<file path="src/rtl/spatz_vsldu_wbuf.sv">
// spatz_vsldu_wbuf
// Write-back buffer between the vector slide unit and a VRF write port.
// Holds slide-unit write requests in a small circular FIFO so the unit keeps
// running while the write port back-pressures. A request that hits the same
// word and instruction as the youngest queued entry is merged into that entry
// instead of taking a new slot. Instruction-done pulses wait in a 2-deep queue
// and are only released as responses once no queued write of that instruction
// remains.
//
// Ports
//   clk_i, rst_i                   clock, synchronous active-high reset
//   in_valid_i / in_ready_o        write request handshake
//   in_waddr_i, in_wdata_i,
//   in_wbe_i, in_id_i              write request payload
//   vrf_we_o, vrf_waddr_o,
//   vrf_wdata_o, vrf_wbe_o,
//   vrf_id_o                       head entry presented to the VRF
//   vrf_wvalid_i                   VRF consumed the head entry this cycle
//   done_valid_i, done_id_i /
//   done_ready_o                   instruction-finished handshake
//   rsp_valid_o, rsp_id_o          instruction fully written back (1-cycle pulse)
//   empty_o                        FIFO holds no entries
module spatz_vsldu_wbuf #(
  parameter int unsigned NrEntries = 4,
  parameter int unsigned AddrWidth = 8,
  parameter int unsigned DataWidth = 64,
  parameter int unsigned IdWidth   = 3
) (
  input  logic                   clk_i,
  input  logic                   rst_i,
  input  logic                   in_valid_i,
  output logic                   in_ready_o,
  input  logic [AddrWidth-1:0]   in_waddr_i,
  input  logic [DataWidth-1:0]   in_wdata_i,
  input  logic [DataWidth/8-1:0] in_wbe_i,
  input  logic [IdWidth-1:0]     in_id_i,
  output logic                   vrf_we_o,
  output logic [AddrWidth-1:0]   vrf_waddr_o,
  output logic [DataWidth-1:0]   vrf_wdata_o,
  output logic [DataWidth/8-1:0] vrf_wbe_o,
  output logic [IdWidth-1:0]     vrf_id_o,
  input  logic                   vrf_wvalid_i,
  input  logic                   done_valid_i,
  input  logic [IdWidth-1:0]     done_id_i,
  output logic                   done_ready_o,
  output logic                   rsp_valid_o,
  output logic [IdWidth-1:0]     rsp_id_o,
  output logic                   empty_o
);

  localparam int unsigned PtrWidth = $clog2(NrEntries);
  localparam int unsigned CntWidth = PtrWidth + 1;
  localparam int unsigned BeWidth  = DataWidth / 8;

  // Byte-wise overwrite of old data with new data where the enable is set.
  function automatic logic [DataWidth-1:0] merge_bytes(
    input logic [DataWidth-1:0] old_data,
    input logic [DataWidth-1:0] new_data,
    input logic [BeWidth-1:0]   be
  );
    logic [DataWidth-1:0] res;
    res = old_data;
    for (int unsigned b = 0; b < BeWidth; b++) begin
      if (be[b]) res[b*8 +: 8] = new_data[b*8 +: 8];
      else       res[b*8 +: 8] = old_data[b*8 +: 8];
    end
    return res;
  endfunction

  // An entry slot is live when its distance from head is below count.
  function automatic logic entry_live(
    input logic [PtrWidth-1:0] idx,
    input logic [PtrWidth-1:0] head,
    input logic [CntWidth-1:0] count
  );
    logic [PtrWidth-1:0] rel;
    rel = idx - head;
    return ({1'b0, rel} < count);
  endfunction

  // Entry storage (intentionally not reset; liveness comes from head/count)
  logic [AddrWidth-1:0] addr_q [NrEntries];
  logic [DataWidth-1:0] data_q [NrEntries];
  logic [BeWidth-1:0]   wbe_q  [NrEntries];
  logic [IdWidth-1:0]   id_q   [NrEntries];

  logic [PtrWidth-1:0] head_q, head_d, tail_q, tail_d;
  logic [CntWidth-1:0] count_q, count_d;

  logic [IdWidth-1:0]  done_id_q [2];
  logic                done_head_q, done_head_d;
  logic [1:0]          done_cnt_q, done_cnt_d;

  logic                push_s, merge_s, push_new_s, pop_s;
  logic [PtrWidth-1:0] youngest_s;
  logic                done_push_s, retire_s, match_s;
  logic                done_wr_idx_s;
  logic [IdWidth-1:0]  done_head_id_s;

  assign in_ready_o = (count_q < CntWidth'(NrEntries));
  assign empty_o    = (count_q == '0);
  assign push_s     = in_valid_i & in_ready_o;
  assign pop_s      = vrf_we_o & vrf_wvalid_i;
  assign youngest_s = tail_q - PtrWidth'(1);
  // With count >= 2 the youngest entry cannot be the head currently presented.
  assign merge_s    = push_s && (count_q >= CntWidth'(2)) &&
                      (addr_q[youngest_s] == in_waddr_i) &&
                      (id_q[youngest_s] == in_id_i);
  assign push_new_s = push_s & ~merge_s;

  assign vrf_we_o    = ~empty_o;
  assign vrf_waddr_o = addr_q[head_q];
  assign vrf_wdata_o = data_q[head_q];
  assign vrf_wbe_o   = wbe_q[head_q];
  assign vrf_id_o    = id_q[head_q];

  assign done_ready_o   = (done_cnt_q != 2'd2);
  assign done_push_s    = done_valid_i & done_ready_o;
  assign done_wr_idx_s  = done_head_q ^ done_cnt_q[0];
  assign done_head_id_s = done_id_q[done_head_q];

  // Search live FIFO entries for the id at the head of the done queue.
  always_comb begin
    match_s = 1'b0;
    for (int unsigned i = 0; i < NrEntries; i++) begin
      if (entry_live(PtrWidth'(i), head_q, count_q) && (id_q[i] == done_head_id_s)) begin
        match_s = 1'b1;
      end else begin
        match_s = match_s;
      end
    end
  end

  assign retire_s    = (done_cnt_q != 2'd0) & ~match_s;
  assign rsp_valid_o = retire_s;
  assign rsp_id_o    = retire_s ? done_head_id_s : '0;

  // Next-state for FIFO pointers/count and done-queue pointers.
  always_comb begin
    head_d      = pop_s ? (head_q + PtrWidth'(1)) : head_q;
    tail_d      = push_new_s ? (tail_q + PtrWidth'(1)) : tail_q;
    count_d     = count_q + CntWidth'(push_new_s) - CntWidth'(pop_s);
    done_head_d = retire_s ? ~done_head_q : done_head_q;
    done_cnt_d  = done_cnt_q + 2'(done_push_s) - 2'(retire_s);
  end

  // Control state registers.
  always_ff @(posedge clk_i) begin
    if (rst_i) begin
      head_q      <= '0;
      tail_q      <= '0;
      count_q     <= '0;
      done_head_q <= 1'b0;
      done_cnt_q  <= 2'd0;
    end else begin
      head_q      <= head_d;
      tail_q      <= tail_d;
      count_q     <= count_d;
      done_head_q <= done_head_d;
      done_cnt_q  <= done_cnt_d;
    end
  end

  // Entry storage: new entries land at tail, merges update the youngest entry.
  always_ff @(posedge clk_i) begin
    if (push_s) begin
      if (merge_s) begin
        data_q[youngest_s] <= merge_bytes(data_q[youngest_s], in_wdata_i, in_wbe_i);
        wbe_q[youngest_s]  <= wbe_q[youngest_s] | in_wbe_i;
      end else begin
        addr_q[tail_q] <= in_waddr_i;
        data_q[tail_q] <= in_wdata_i;
        wbe_q[tail_q]  <= in_wbe_i;
        id_q[tail_q]   <= in_id_i;
      end
    end
  end

  // Done-queue id storage.
  always_ff @(posedge clk_i) begin
    if (done_push_s) begin
      done_id_q[done_wr_idx_s] <= done_id_i;
    end
  end

endmodule

</file>
<file path="config.mk">
export PLATFORM = sky130hd
export DESIGN_NAME = spatz_vsldu_wbuf
export DESIGN_NICKNAME = d
export VERILOG_FILES = /design/src/rtl/spatz_vsldu_wbuf.sv
export SDC_FILE = /design/constraint.sdc
export NUM_CORES = 1
export LEC_CHECK = 0
export ABC_AREA = 0
export BUFFER_PORTS_ARGS = -buffer_cell sky130_fd_sc_hd__buf_4
export CAP_MARGIN = 15
export CORE_UTILIZATION = 50
export CTS_CLUSTER_SIZE = 12
export DETAILED_ROUTE_END_ITERATION = 7
export GPL_ROUTABILITY_DRIVEN = 0
export PLACE_DENSITY = 0.7
export SYNTH_ARGS = -nofsm -noshare
export SYNTH_HDL_FRONTEND = slang
export SYNTH_SLANG_ARGS = --single-unit
</file>
<file path="constraint.sdc">
create_clock -name clk_i -period 8.2 [get_ports clk_i]
set_input_delay 0.41 -clock clk_i [delete_from_list [all_inputs] [get_ports clk_i]]
set_output_delay 0.41 -clock clk_i [all_outputs]
set_load 0.01 [all_outputs]
</file>
# --- Word level (Yosys, flattened, before mapping) ---
# Memories as Yosys holds them, arrays and structs flattened. A register that Yosys moved wholly into a read port is not among the register bits.
# Index checks and enable logic that the tools add are counted.
word_totals:
  regBits: 10
  ramBits: 338
  inputBits: 91
  output_inout_bits: 91
  elab_cells: 125
  mem_count: 5
mem_list:
  columns: ["memory", "depth", "width", "rd", "rd_ports_with_merged_regs", "wr", "line_no", "rtl"]
  rows:
  - ["data_q", 4, 64, 1, 1, 1, "83", "logic [DataWidth-1:0] data_q [NrEntries];"]
  - ["addr_q", 4, 8, 2, 1, 1, "82", "logic [AddrWidth-1:0] addr_q [NrEntries];"]
  - ["wbe_q", 4, 8, 2, 1, 1, "84", "logic [BeWidth-1:0] wbe_q [NrEntries];"]
  - ["id_q", 4, 3, 6, 1, 1, "85", "logic [IdWidth-1:0] id_q [NrEntries];"]
  - ["done_id_q", 2, 3, 1, 1, 1, "90", "logic [IdWidth-1:0] done_id_q [2];"]
classes:
  addsub: 11
  order_cmp: 6
  n_eq_ne: 15
  n_mux: 53
  n_bitwise: 11
  n_reduce_logical: 19
op_table:
  columns: ["cell", "n"]
  rows:
  - ["2-to-1 mux 8 bit", 26]
  - ["2-to-1 mux 64 bit", 1]
  - ["OR reduction 64 bit", 1]
  - ["!= test 3 bit (second input constant)", 8]
  - ["2-to-1 mux 2 bit", 10]
  - ["AND reduction 2 bit", 8]
  - ["== test 3 bit", 5]
  - ["2-to-1 mux 1 bit", 15]
  - ["less-than comparator 2 x 3 -> 1 bit", 4]
  - ["== test 8 bit", 1]
  - ["OR 8 bit", 1]
  - ["OR reduction 8 bit", 1]
  - ["logical AND 1 bit", 7]
  - ["AND 1 bit", 5]
  - ["adder 2 x 1 -> 2 bit (second input constant)", 2]
  - ["NOT 1 bit", 4]
  - ["subtractor 1 x 2 -> 2 bit (first input constant)", 2]
  - ["subtractor 2 bit (first input constant)", 2]
  - ["adder 3 x 1 -> 3 bit", 1]
  - ["greater-or-equal comparator 3 x 2 -> 1 bit (second input constant)", 1]
  - ["logical NOT 3 bit", 1]
  - ["less-than comparator 3 bit (second input constant)", 1]
  - ["2-to-1 mux 3 bit", 1]
  - ["subtractor 3 x 1 -> 3 bit", 1]
  - ["6 further kinds", 6]

# --- Longest topological paths before layout ---
# Gate-level depths: netlist (run 1).
logic_depth:
  depth_word: 11
  depth_mapped: 18
  ltp_nobuf: 14

# --- Worst setup path before layout (run 1) ---
# OpenSTA, ideal clock, no wires.
synth_timing:
  path_type: "register to register"
  startpoint: "register tail_q[0]"
  endpoint: "register count_q[1]"
  setup_ns: 0.128
  arrival_time_ns: 4.382
  t_required_ns: 8.072
  slack_ns: 3.690
  stages_incl_launch_ff: 18
  path_buffers: 4
  synth_period_minus_slack_ns: 4.510
  cell_sequence: "dfxtp_1 > buf_6 > buf_8 > buf_1 > inv_1 > ha_1 > clkbuf_1 > mux4_2 > xnor2_1 > nand3_1 > a32oi_1 > o21ai_0 > inv_2 > ha_1 > inv_1 > ha_1 > fa_1 > nor2b_1"
synth_between:
  elab_chain_cells: 9
  elab_cells_between_ends: 11
  cone_classes: "3 x add/sub; 2 x eq/ne; 2 x bitwise; 2 x reduce/logical; 2 x memory"
synth_lines:
  columns: ["element", "line_no", "rtl"]
  rows:
  - ["from (decl)", "87", "logic [PtrWidth-1:0] head_q, head_d, tail_q, tail_d;"]
  - ["from (signal assigned)", "157", "tail_q <= tail_d;"]
  - ["subtractor 2 x 1 -> 2 bit *", "104", "assign youngest_s = tail_q - PtrWidth'(1);"]
  - ["named net youngest_s[0]", "95", "logic [PtrWidth-1:0] youngest_s;"]
  - ["memory read (4 x 8 bit)", null, null]
  - ["== test 8 bit", "107", "(addr_q[youngest_s] == in_waddr_i) &&"]
  - ["logical AND 1 bit", "106", "assign merge_s = push_s && (count_q >= CntWidth'(2)) &&"]
  - ["logical AND 1 bit *", "107", null]
  - ["NOT 1 bit *", "109", "assign push_new_s = push_s & ~merge_s;"]
  - ["AND 1 bit *", "109", null]
  - ["adder 3 x 1 -> 3 bit *", "142", "count_d = count_q + CntWidth'(push_new_s) - CntWidth'(pop_s);"]
  - ["subtractor 3 x 1 -> 3 bit *", "142", null]
  - ["named net count_d[1]", "88", "logic [CntWidth-1:0] count_q, count_d;"]
  - ["to (signal assigned)", "158", "count_q <= count_d;"]
  - ["to (decl)", "88", null]
# The timed path passes the listed nets; every way through them passes the cells marked *.
# A chain may end at the register's enable or synchronous reset.

# --- Final worst setup path (run 1) ---
# Same ends and word-level chain as after synthesis.

==> results.md, run 1 <==
* Status: complete, no violations
* Htree depth at 2
* Worst slew pin tran at 1.05 ns
* Crit path kind: reg2reg
* Area Growth Syn to Fin at 20.3%
* Maximum VDD drop at between 200 and 250 uV
* Max clock buf depth at 3
* Hold Path Class: in2reg
* Die Wd at 171 um
* Final period util at 0.651
* Area contributors post-synth: edfxtp_1 71%, mux4_2 15%, dfxtp_1 1.8%
* Post-detailed-route wirelength per cell at about 22 um
* Final Skew at 0.0106 ns
* Final TNS setup at 0 ns
* Starting Density at 0.512
* Register area share after synthesis at 0.726
* Post-layout min period at 5.34 ns
* Max-slew headroom at 0.296
* TritonCTS clock tree: yes
* Final hold viol count at 0
* Lkg Pwr at ~5.8 nW
* Mapped Area at 14300 um2
* # DRC at 0
* Worst skew pair latency at between 0.5 and 0.6 ns
* Flops & latches, synth at 351
* Core Area at 28000 um2
* Main synth FF type: edfxtp_1
* Synth Instances at about 700
* Die Ht at roughly 170 um
* Hold_buf cts at 0
* Asr flop ratio synth at 0
* CTS resizes at 0
* Final setup margin at 2.86 ns
* Highest Clock Rate at 187 MHz
* Largest net degree at the start of global routing at 60
* Max Cap Viol at 0
* Via count at 7378
* Routed vias/inst at 5.68
* IO buf count at 181
* All-layer global routing usage at 0.199
* Most numerous cell in the Yosys netlist: edfxtp_1
* Library cells used by synthesis at 46
* # rows at 61
* CP required at between 8 and 9 ns
* Top cell type's share of synthesized area at 0.708
* Antenna Nets Post-Route at 0
* Ports at 182
* Most area-hungry cell type in the Yosys netlist: edfxtp_1
* Antenna cells at 0
* Total grt overflow at 0
* Number of global-route vias before repair at 7645
* Final nets at between 1000 and 1500
* Clock slew seen by the registers of the worst setup and hold paths at ~0.06 ns
* CTS root buf: clkbuf_16
* CTS Buf Count at 38
* CP max FO at 33
* Max Slew Vio Count at 0
* Synthesis warning total at 0
* First-pass GRT wire length at 43200 um
* Share of post-route cells with drive strength above 1 at 0.376
* Initial antenna violation count at 2
* Setup crit start kind: register
* DRT Pass-1 Iters at 5
* Die area at approximately 30000 um2
* Syn_area_per_cell at 20.5 um2
* CTS sink cnt at 351
* Drt first-iter violations at 524
* PwrDens at around 310 nW/um2
* Worst Setup End Kind: register
* Commonest cells post-synth: 338 x edfxtp_1, 95 x mux4_2, 32 x o21ai_1
* Post-synth EDFFs at around 340
* Data arrival, critical path at around 5.7 ns
* Post-CTS Setup Inserts at 0
* Post-synth net total at 807
* Pre-CTS setup slack at a little under 3 ns
* Drt total wl at 28600 um
* DP HPWL at between 15000 and 20000 um
* Setup Viol. Count Final at 0
* RSZ-0062 raised after global routing: no
* Count of filler cells inserted in the layout at roughly 2000
## per-stage QoR
step	cells	hold slack [ns]	instance area, um2	utilization	power (mW)
after global placement	1235	0.534	16100	0.574	3.88
after floorplan	701	0.482	14300	-	3.25
after global routing	1300	0.0762	17200	0.616	5.66
final	1300	0.0843	17200	0.616	5.41
after CTS	1300	0.0697	17200	0.616	5.48
after detailed placement	1238	0.537	16100	0.575	3.90
## layer usage
metal / track usage / wire (um) / up-vias
met1: 0.264 / 11800 / 3740
li1: - / - / 3306
met5: 0 / 16 / -
met3: 0.0449 / 2060 / 49
met2: 0.331 / 14200 / 279
met4: 0.0598 / 599 / 4
## worst max-delay path, cell delays in order (launching register included)
cell and delay (ns):
dfxtp_2 0.31, buf_4 0.46, inv_1 0.30, ha_1 1.03, mux4_2 0.43, xnor2_1 0.21
nand3_1 0.50, a32oi_1 0.45, o21ai_0 0.25, inv_2 0.26, ha_1 0.27, inv_1 0.05
ha_1 0.15, fa_1 0.41, nor2b_1 0.13
## flip-flops by register name (all words and copies together), names as in the netlist, named ones only
name / count
addr_q: 32
data_q: 256
count_q: 3
wbe_q: 32
done_id_q: 6
head_q: 2
tail_q: 2
done_cnt_q: 2
done_head_q: 1
id_q: 12
## kinds of logic (layout without fill, tap and decap cells)
kind of cell | Yosys count | after routing | share of synthesized area
compound gates | 74 | 74 | 0.0392
xor+xnor | 31 | 31 | 0.0195
fa+ha+maj | 15 | 15 | 0.0136
buf+inv | 44 | 265 | 0.0131
flops | 351 | 351 | 0.726
mux | 110 | 110 | 0.162
simple gates | 76 | 76 | 0.0264
## final timing paths
| path | startpoint | to | slack [ns] | depth (start not counted) |
|---|---|---|---|---|
| setup / recovery | tail_q[0] | count_q[1] | 2.86 | 14 |
| hold / removal | done_id_i[1] | done_id_q[0][1] | 0.08 | 1 |
| setup reg to reg | tail_q[0] | count_q[1] | 2.86 | 14 |
| hold reg to reg | done_cnt_q[1] | done_cnt_q[1] | 0.54 | 2 |
## placed cells by master, fill, tap and decap left out, drive strengths merged, types with 7 or more instances in the layout
master	instances
nand3	12
nand2	8
clkbuf	52
xnor2	15
mux2i	11
buf	189
dfxtp	13
o2111ai	7
inv	15
edfxtp	338
o21ai	34
mux4	97
xor2	16
ha	14
a21o	8
nor2	29
## final cells by class
type                            count  area, um2  share of cell area
Inverter                           14       52.6             0.00305
Multi-Input combinational cell    306       3740               0.217
Sequential cell                   351      10400               0.604
Tap cell                          378        473              0.0274
Timing Repair Buffer              189       1420              0.0821
Clock buffer                       52       1070              0.0619
Clock inverter                     10       78.8             0.00457
## where the power goes
group	internal [mW]	switching [mW]	leakage, nW
Clock	0.937	0.639	0.551
Combinational	0.775	0.742	2.04
Sequential	2.19	0.131	3.21
Power figures use the tool's default switching activity.
==> inputs of run 2 (changes only) <==
==> constraint.sdc (replaced) <==
create_clock -name clk_i -period 5.34 [get_ports clk_i]
set_input_delay 0.267 -clock clk_i [delete_from_list [all_inputs] [get_ports clk_i]]
set_output_delay 0.267 -clock clk_i [all_outputs]
set_load 0.01 [all_outputs]
==> results.md, run 2 (synthesis gave the netlist of run 1 again) <==
* Met3 Routed Length at 1920 um
* CP required at between 5 and 6 ns
* IO buf count at 181
* Clock power frac at 0.294
* Core Area at 28000 um2
* WHS at 0.0288 ns
* Max-slew headroom at 0.305
* Met1 Wirelength at approximately 12000 um
* All-layer global routing usage at 0.208
* Max Cap Viol at 0
* Slowest cell delay on critical path at around 0.6 ns
* CTS sink cnt at 351
* Htree depth at 2
* Worst Hold Path EP: tail_q[0]
* Final period util at 0.837
* Starting Density at 0.512
* RSZ-0062 raised after global routing: no
* Most common cell after layout, fill and taps aside: edfxtp_1
* CP max FO at 13
* Max Slew Vio Count at 0
* Routed vias/inst at 5.57
* Highest Clock Rate at 224 MHz
* Hold path startpoint: rst_i
* Die area at 29400 um2
* Largest registers: data_q (256), addr_q (32), wbe_q (32)
* Area Growth Syn to Fin at 25.9%
* Setup crit start kind: register
* Most frequent CP cell: ha_1
* Clock slew seen by the registers of the worst setup and hold paths at 0.06 ns
* Status: complete, no violations
* R2R Path Start: tail_q[1]
* Post-layout min period at roughly 4.5 ns
* Top sig layer: met5
* Number of global-route vias before repair at ~8100
* CTS root buf: clkbuf_16
* Register share of total power at 0.426
* Crit path buf inv count at 3
* Post-CTS Setup Inserts at 0
* Cell area after layout at 18100 um2
* Worst r2r path cells at 13
* Worst skew pair latency at 0.51 ns
* # rows at between 60 and 70
* Total power at 8.44 mW
* Lkg Pwr at about 6 nW
* Largest net degree at the start of global routing at 61
* Via count at 7660
* Antenna Nets Post-Route at 0
* Max reg flops at 256
* Final nets at 1085
* Antenna cells at 0
* Placed cell area at 16100 um2
* First-pass GRT wire length at 45200 um
* Share of post-route cells with drive strength above 1 at 0.347
* Hold depth at 2
* R2r endpoint: count_q[1]
* Worst slew pin tran at ~1.0 ns
* Initial antenna violation count at 1
* Data arrival, critical path at 4.86 ns
* Die Wd at roughly 170 um
* Maximum VDD drop at 315 uV
* CTS Buf Count at 37
* Drt first-iter violations at 605
* Sw Ratio at 0.276
* Drt total wl at between 20000 and 30000 um
* Ports at 182
* PwrDens at 467 nW/um2
* Post-detailed-route wirelength per cell at ~22 um
* TritonCTS clock tree: yes
* Setup Viol. Count Final at 0
* Worst Setup End Kind: register
* NetSw at 2.33 mW
* Crit-path slowest cell: ha_1
* Logic pwr share at 0.280
* DR WL met2 at 15000 um
* Final Skew at 0.0133 ns
* Final hold viol count at 0
* Commonest non-fill, non-tap cells in the layout: 338 x edfxtp_1, 191 x buf_4, 95 x mux4_2
* Stages on the worst setup path at 13
* Sequence of cells on the critical path: inv_1 -> ha_1 -> mux4_2 -> xnor2_1 -> nand3_1 -> a32oi_1 -> o21ai_0 -> inv_2 -> ha_1 -> inv_1 -> ha_1 -> fa_1 -> nor2b_1
* Crit path kind: reg2reg
* R2R Setup Slk at roughly 0.87 ns
* Util after Layout at 0.645
* # DRC at 0
* DP HPWL at 19000 um
* Hold Path Class: in2reg
* Int Pwr at slightly above 6 mW
* Top reg by flops: data_q
* DRT Pass-1 Iters at 5
* Max clock buf depth at 3
* Final TNS setup at 0 ns
* CP top delay family: adder cells
* Die Ht at 171 um
* Total grt overflow at 0
[run 2: changes by cell type in the layout (fill, tap and decap cells not counted)]
| cell | before | now |
|---|---|---|
| buf_2 | 1 | 0 |
| buf_4 | 188 | 191 |
| bufinv_16 | 1 | 4 |
| clkbuf_1 | 11 | 10 |
| clkbuf_16 | 41 | 39 |
| clkinv_2 | 2 | 0 |
| clkinvlp_4 | 2 | 0 |
| dlygate4sd3_1 | 0 | 78 |
[run 2: stage by stage]
step,cells,setup WS [ns]
after floorplan,701,0.830
after global placement,1240,1.04
after detailed placement,1240,0.899
after CTS,1376,0.879
after global routing,1376,0.537
final,1376,0.872
[run 2: repair_timing]
action	in CTS	in global routing
hold buffers	78	0
gates resized for setup	0	0
endpoints found under the hold margin	305	0
[run 2: final cells by class]
class                           count  area [um2]
Fill cell                        1926        9960
Multi-Input combinational cell    306        3740
Timing Repair Buffer              269        2210
Clock inverter                      9         144
Clock buffer                       49        1010
Inverter                           14        52.6
Tap cell                          378         473
Sequential cell                   351       10400
[run 2: worst max-delay path by stage]
stage                       endpoint       from
after CTS                 count_q[1]  tail_q[1]
after global placement    count_q[1]  tail_q[1]
after detailed placement  count_q[1]  tail_q[1]
final                     count_q[1]  tail_q[1]
after global routing      count_q[1]  tail_q[1]
after floorplan           count_q[1]  tail_q[0]
[run 2: power by group through the flow]
| stage | registers, mW | logic [mW] | clock network, mW |
|---|---|---|---|
| floorplan | 3.48 | 1.51 | 0 |
| finish | 3.59 | 2.36 | 2.48 |
| global placement | 3.65 | 2.32 | 0 |
| detailed placement | 3.66 | 2.33 | 0 |
| CTS | 3.60 | 2.39 | 2.53 |
| global route | 3.64 | 2.56 | 2.63 |
[run 2: per-layer routing]
layer,GRT usage,vias to the layer above
li1,-,3468
met1,0.281,3885
met2,0.346,258
met3,0.0419,47
met4,0.0575,2
met5,0,-
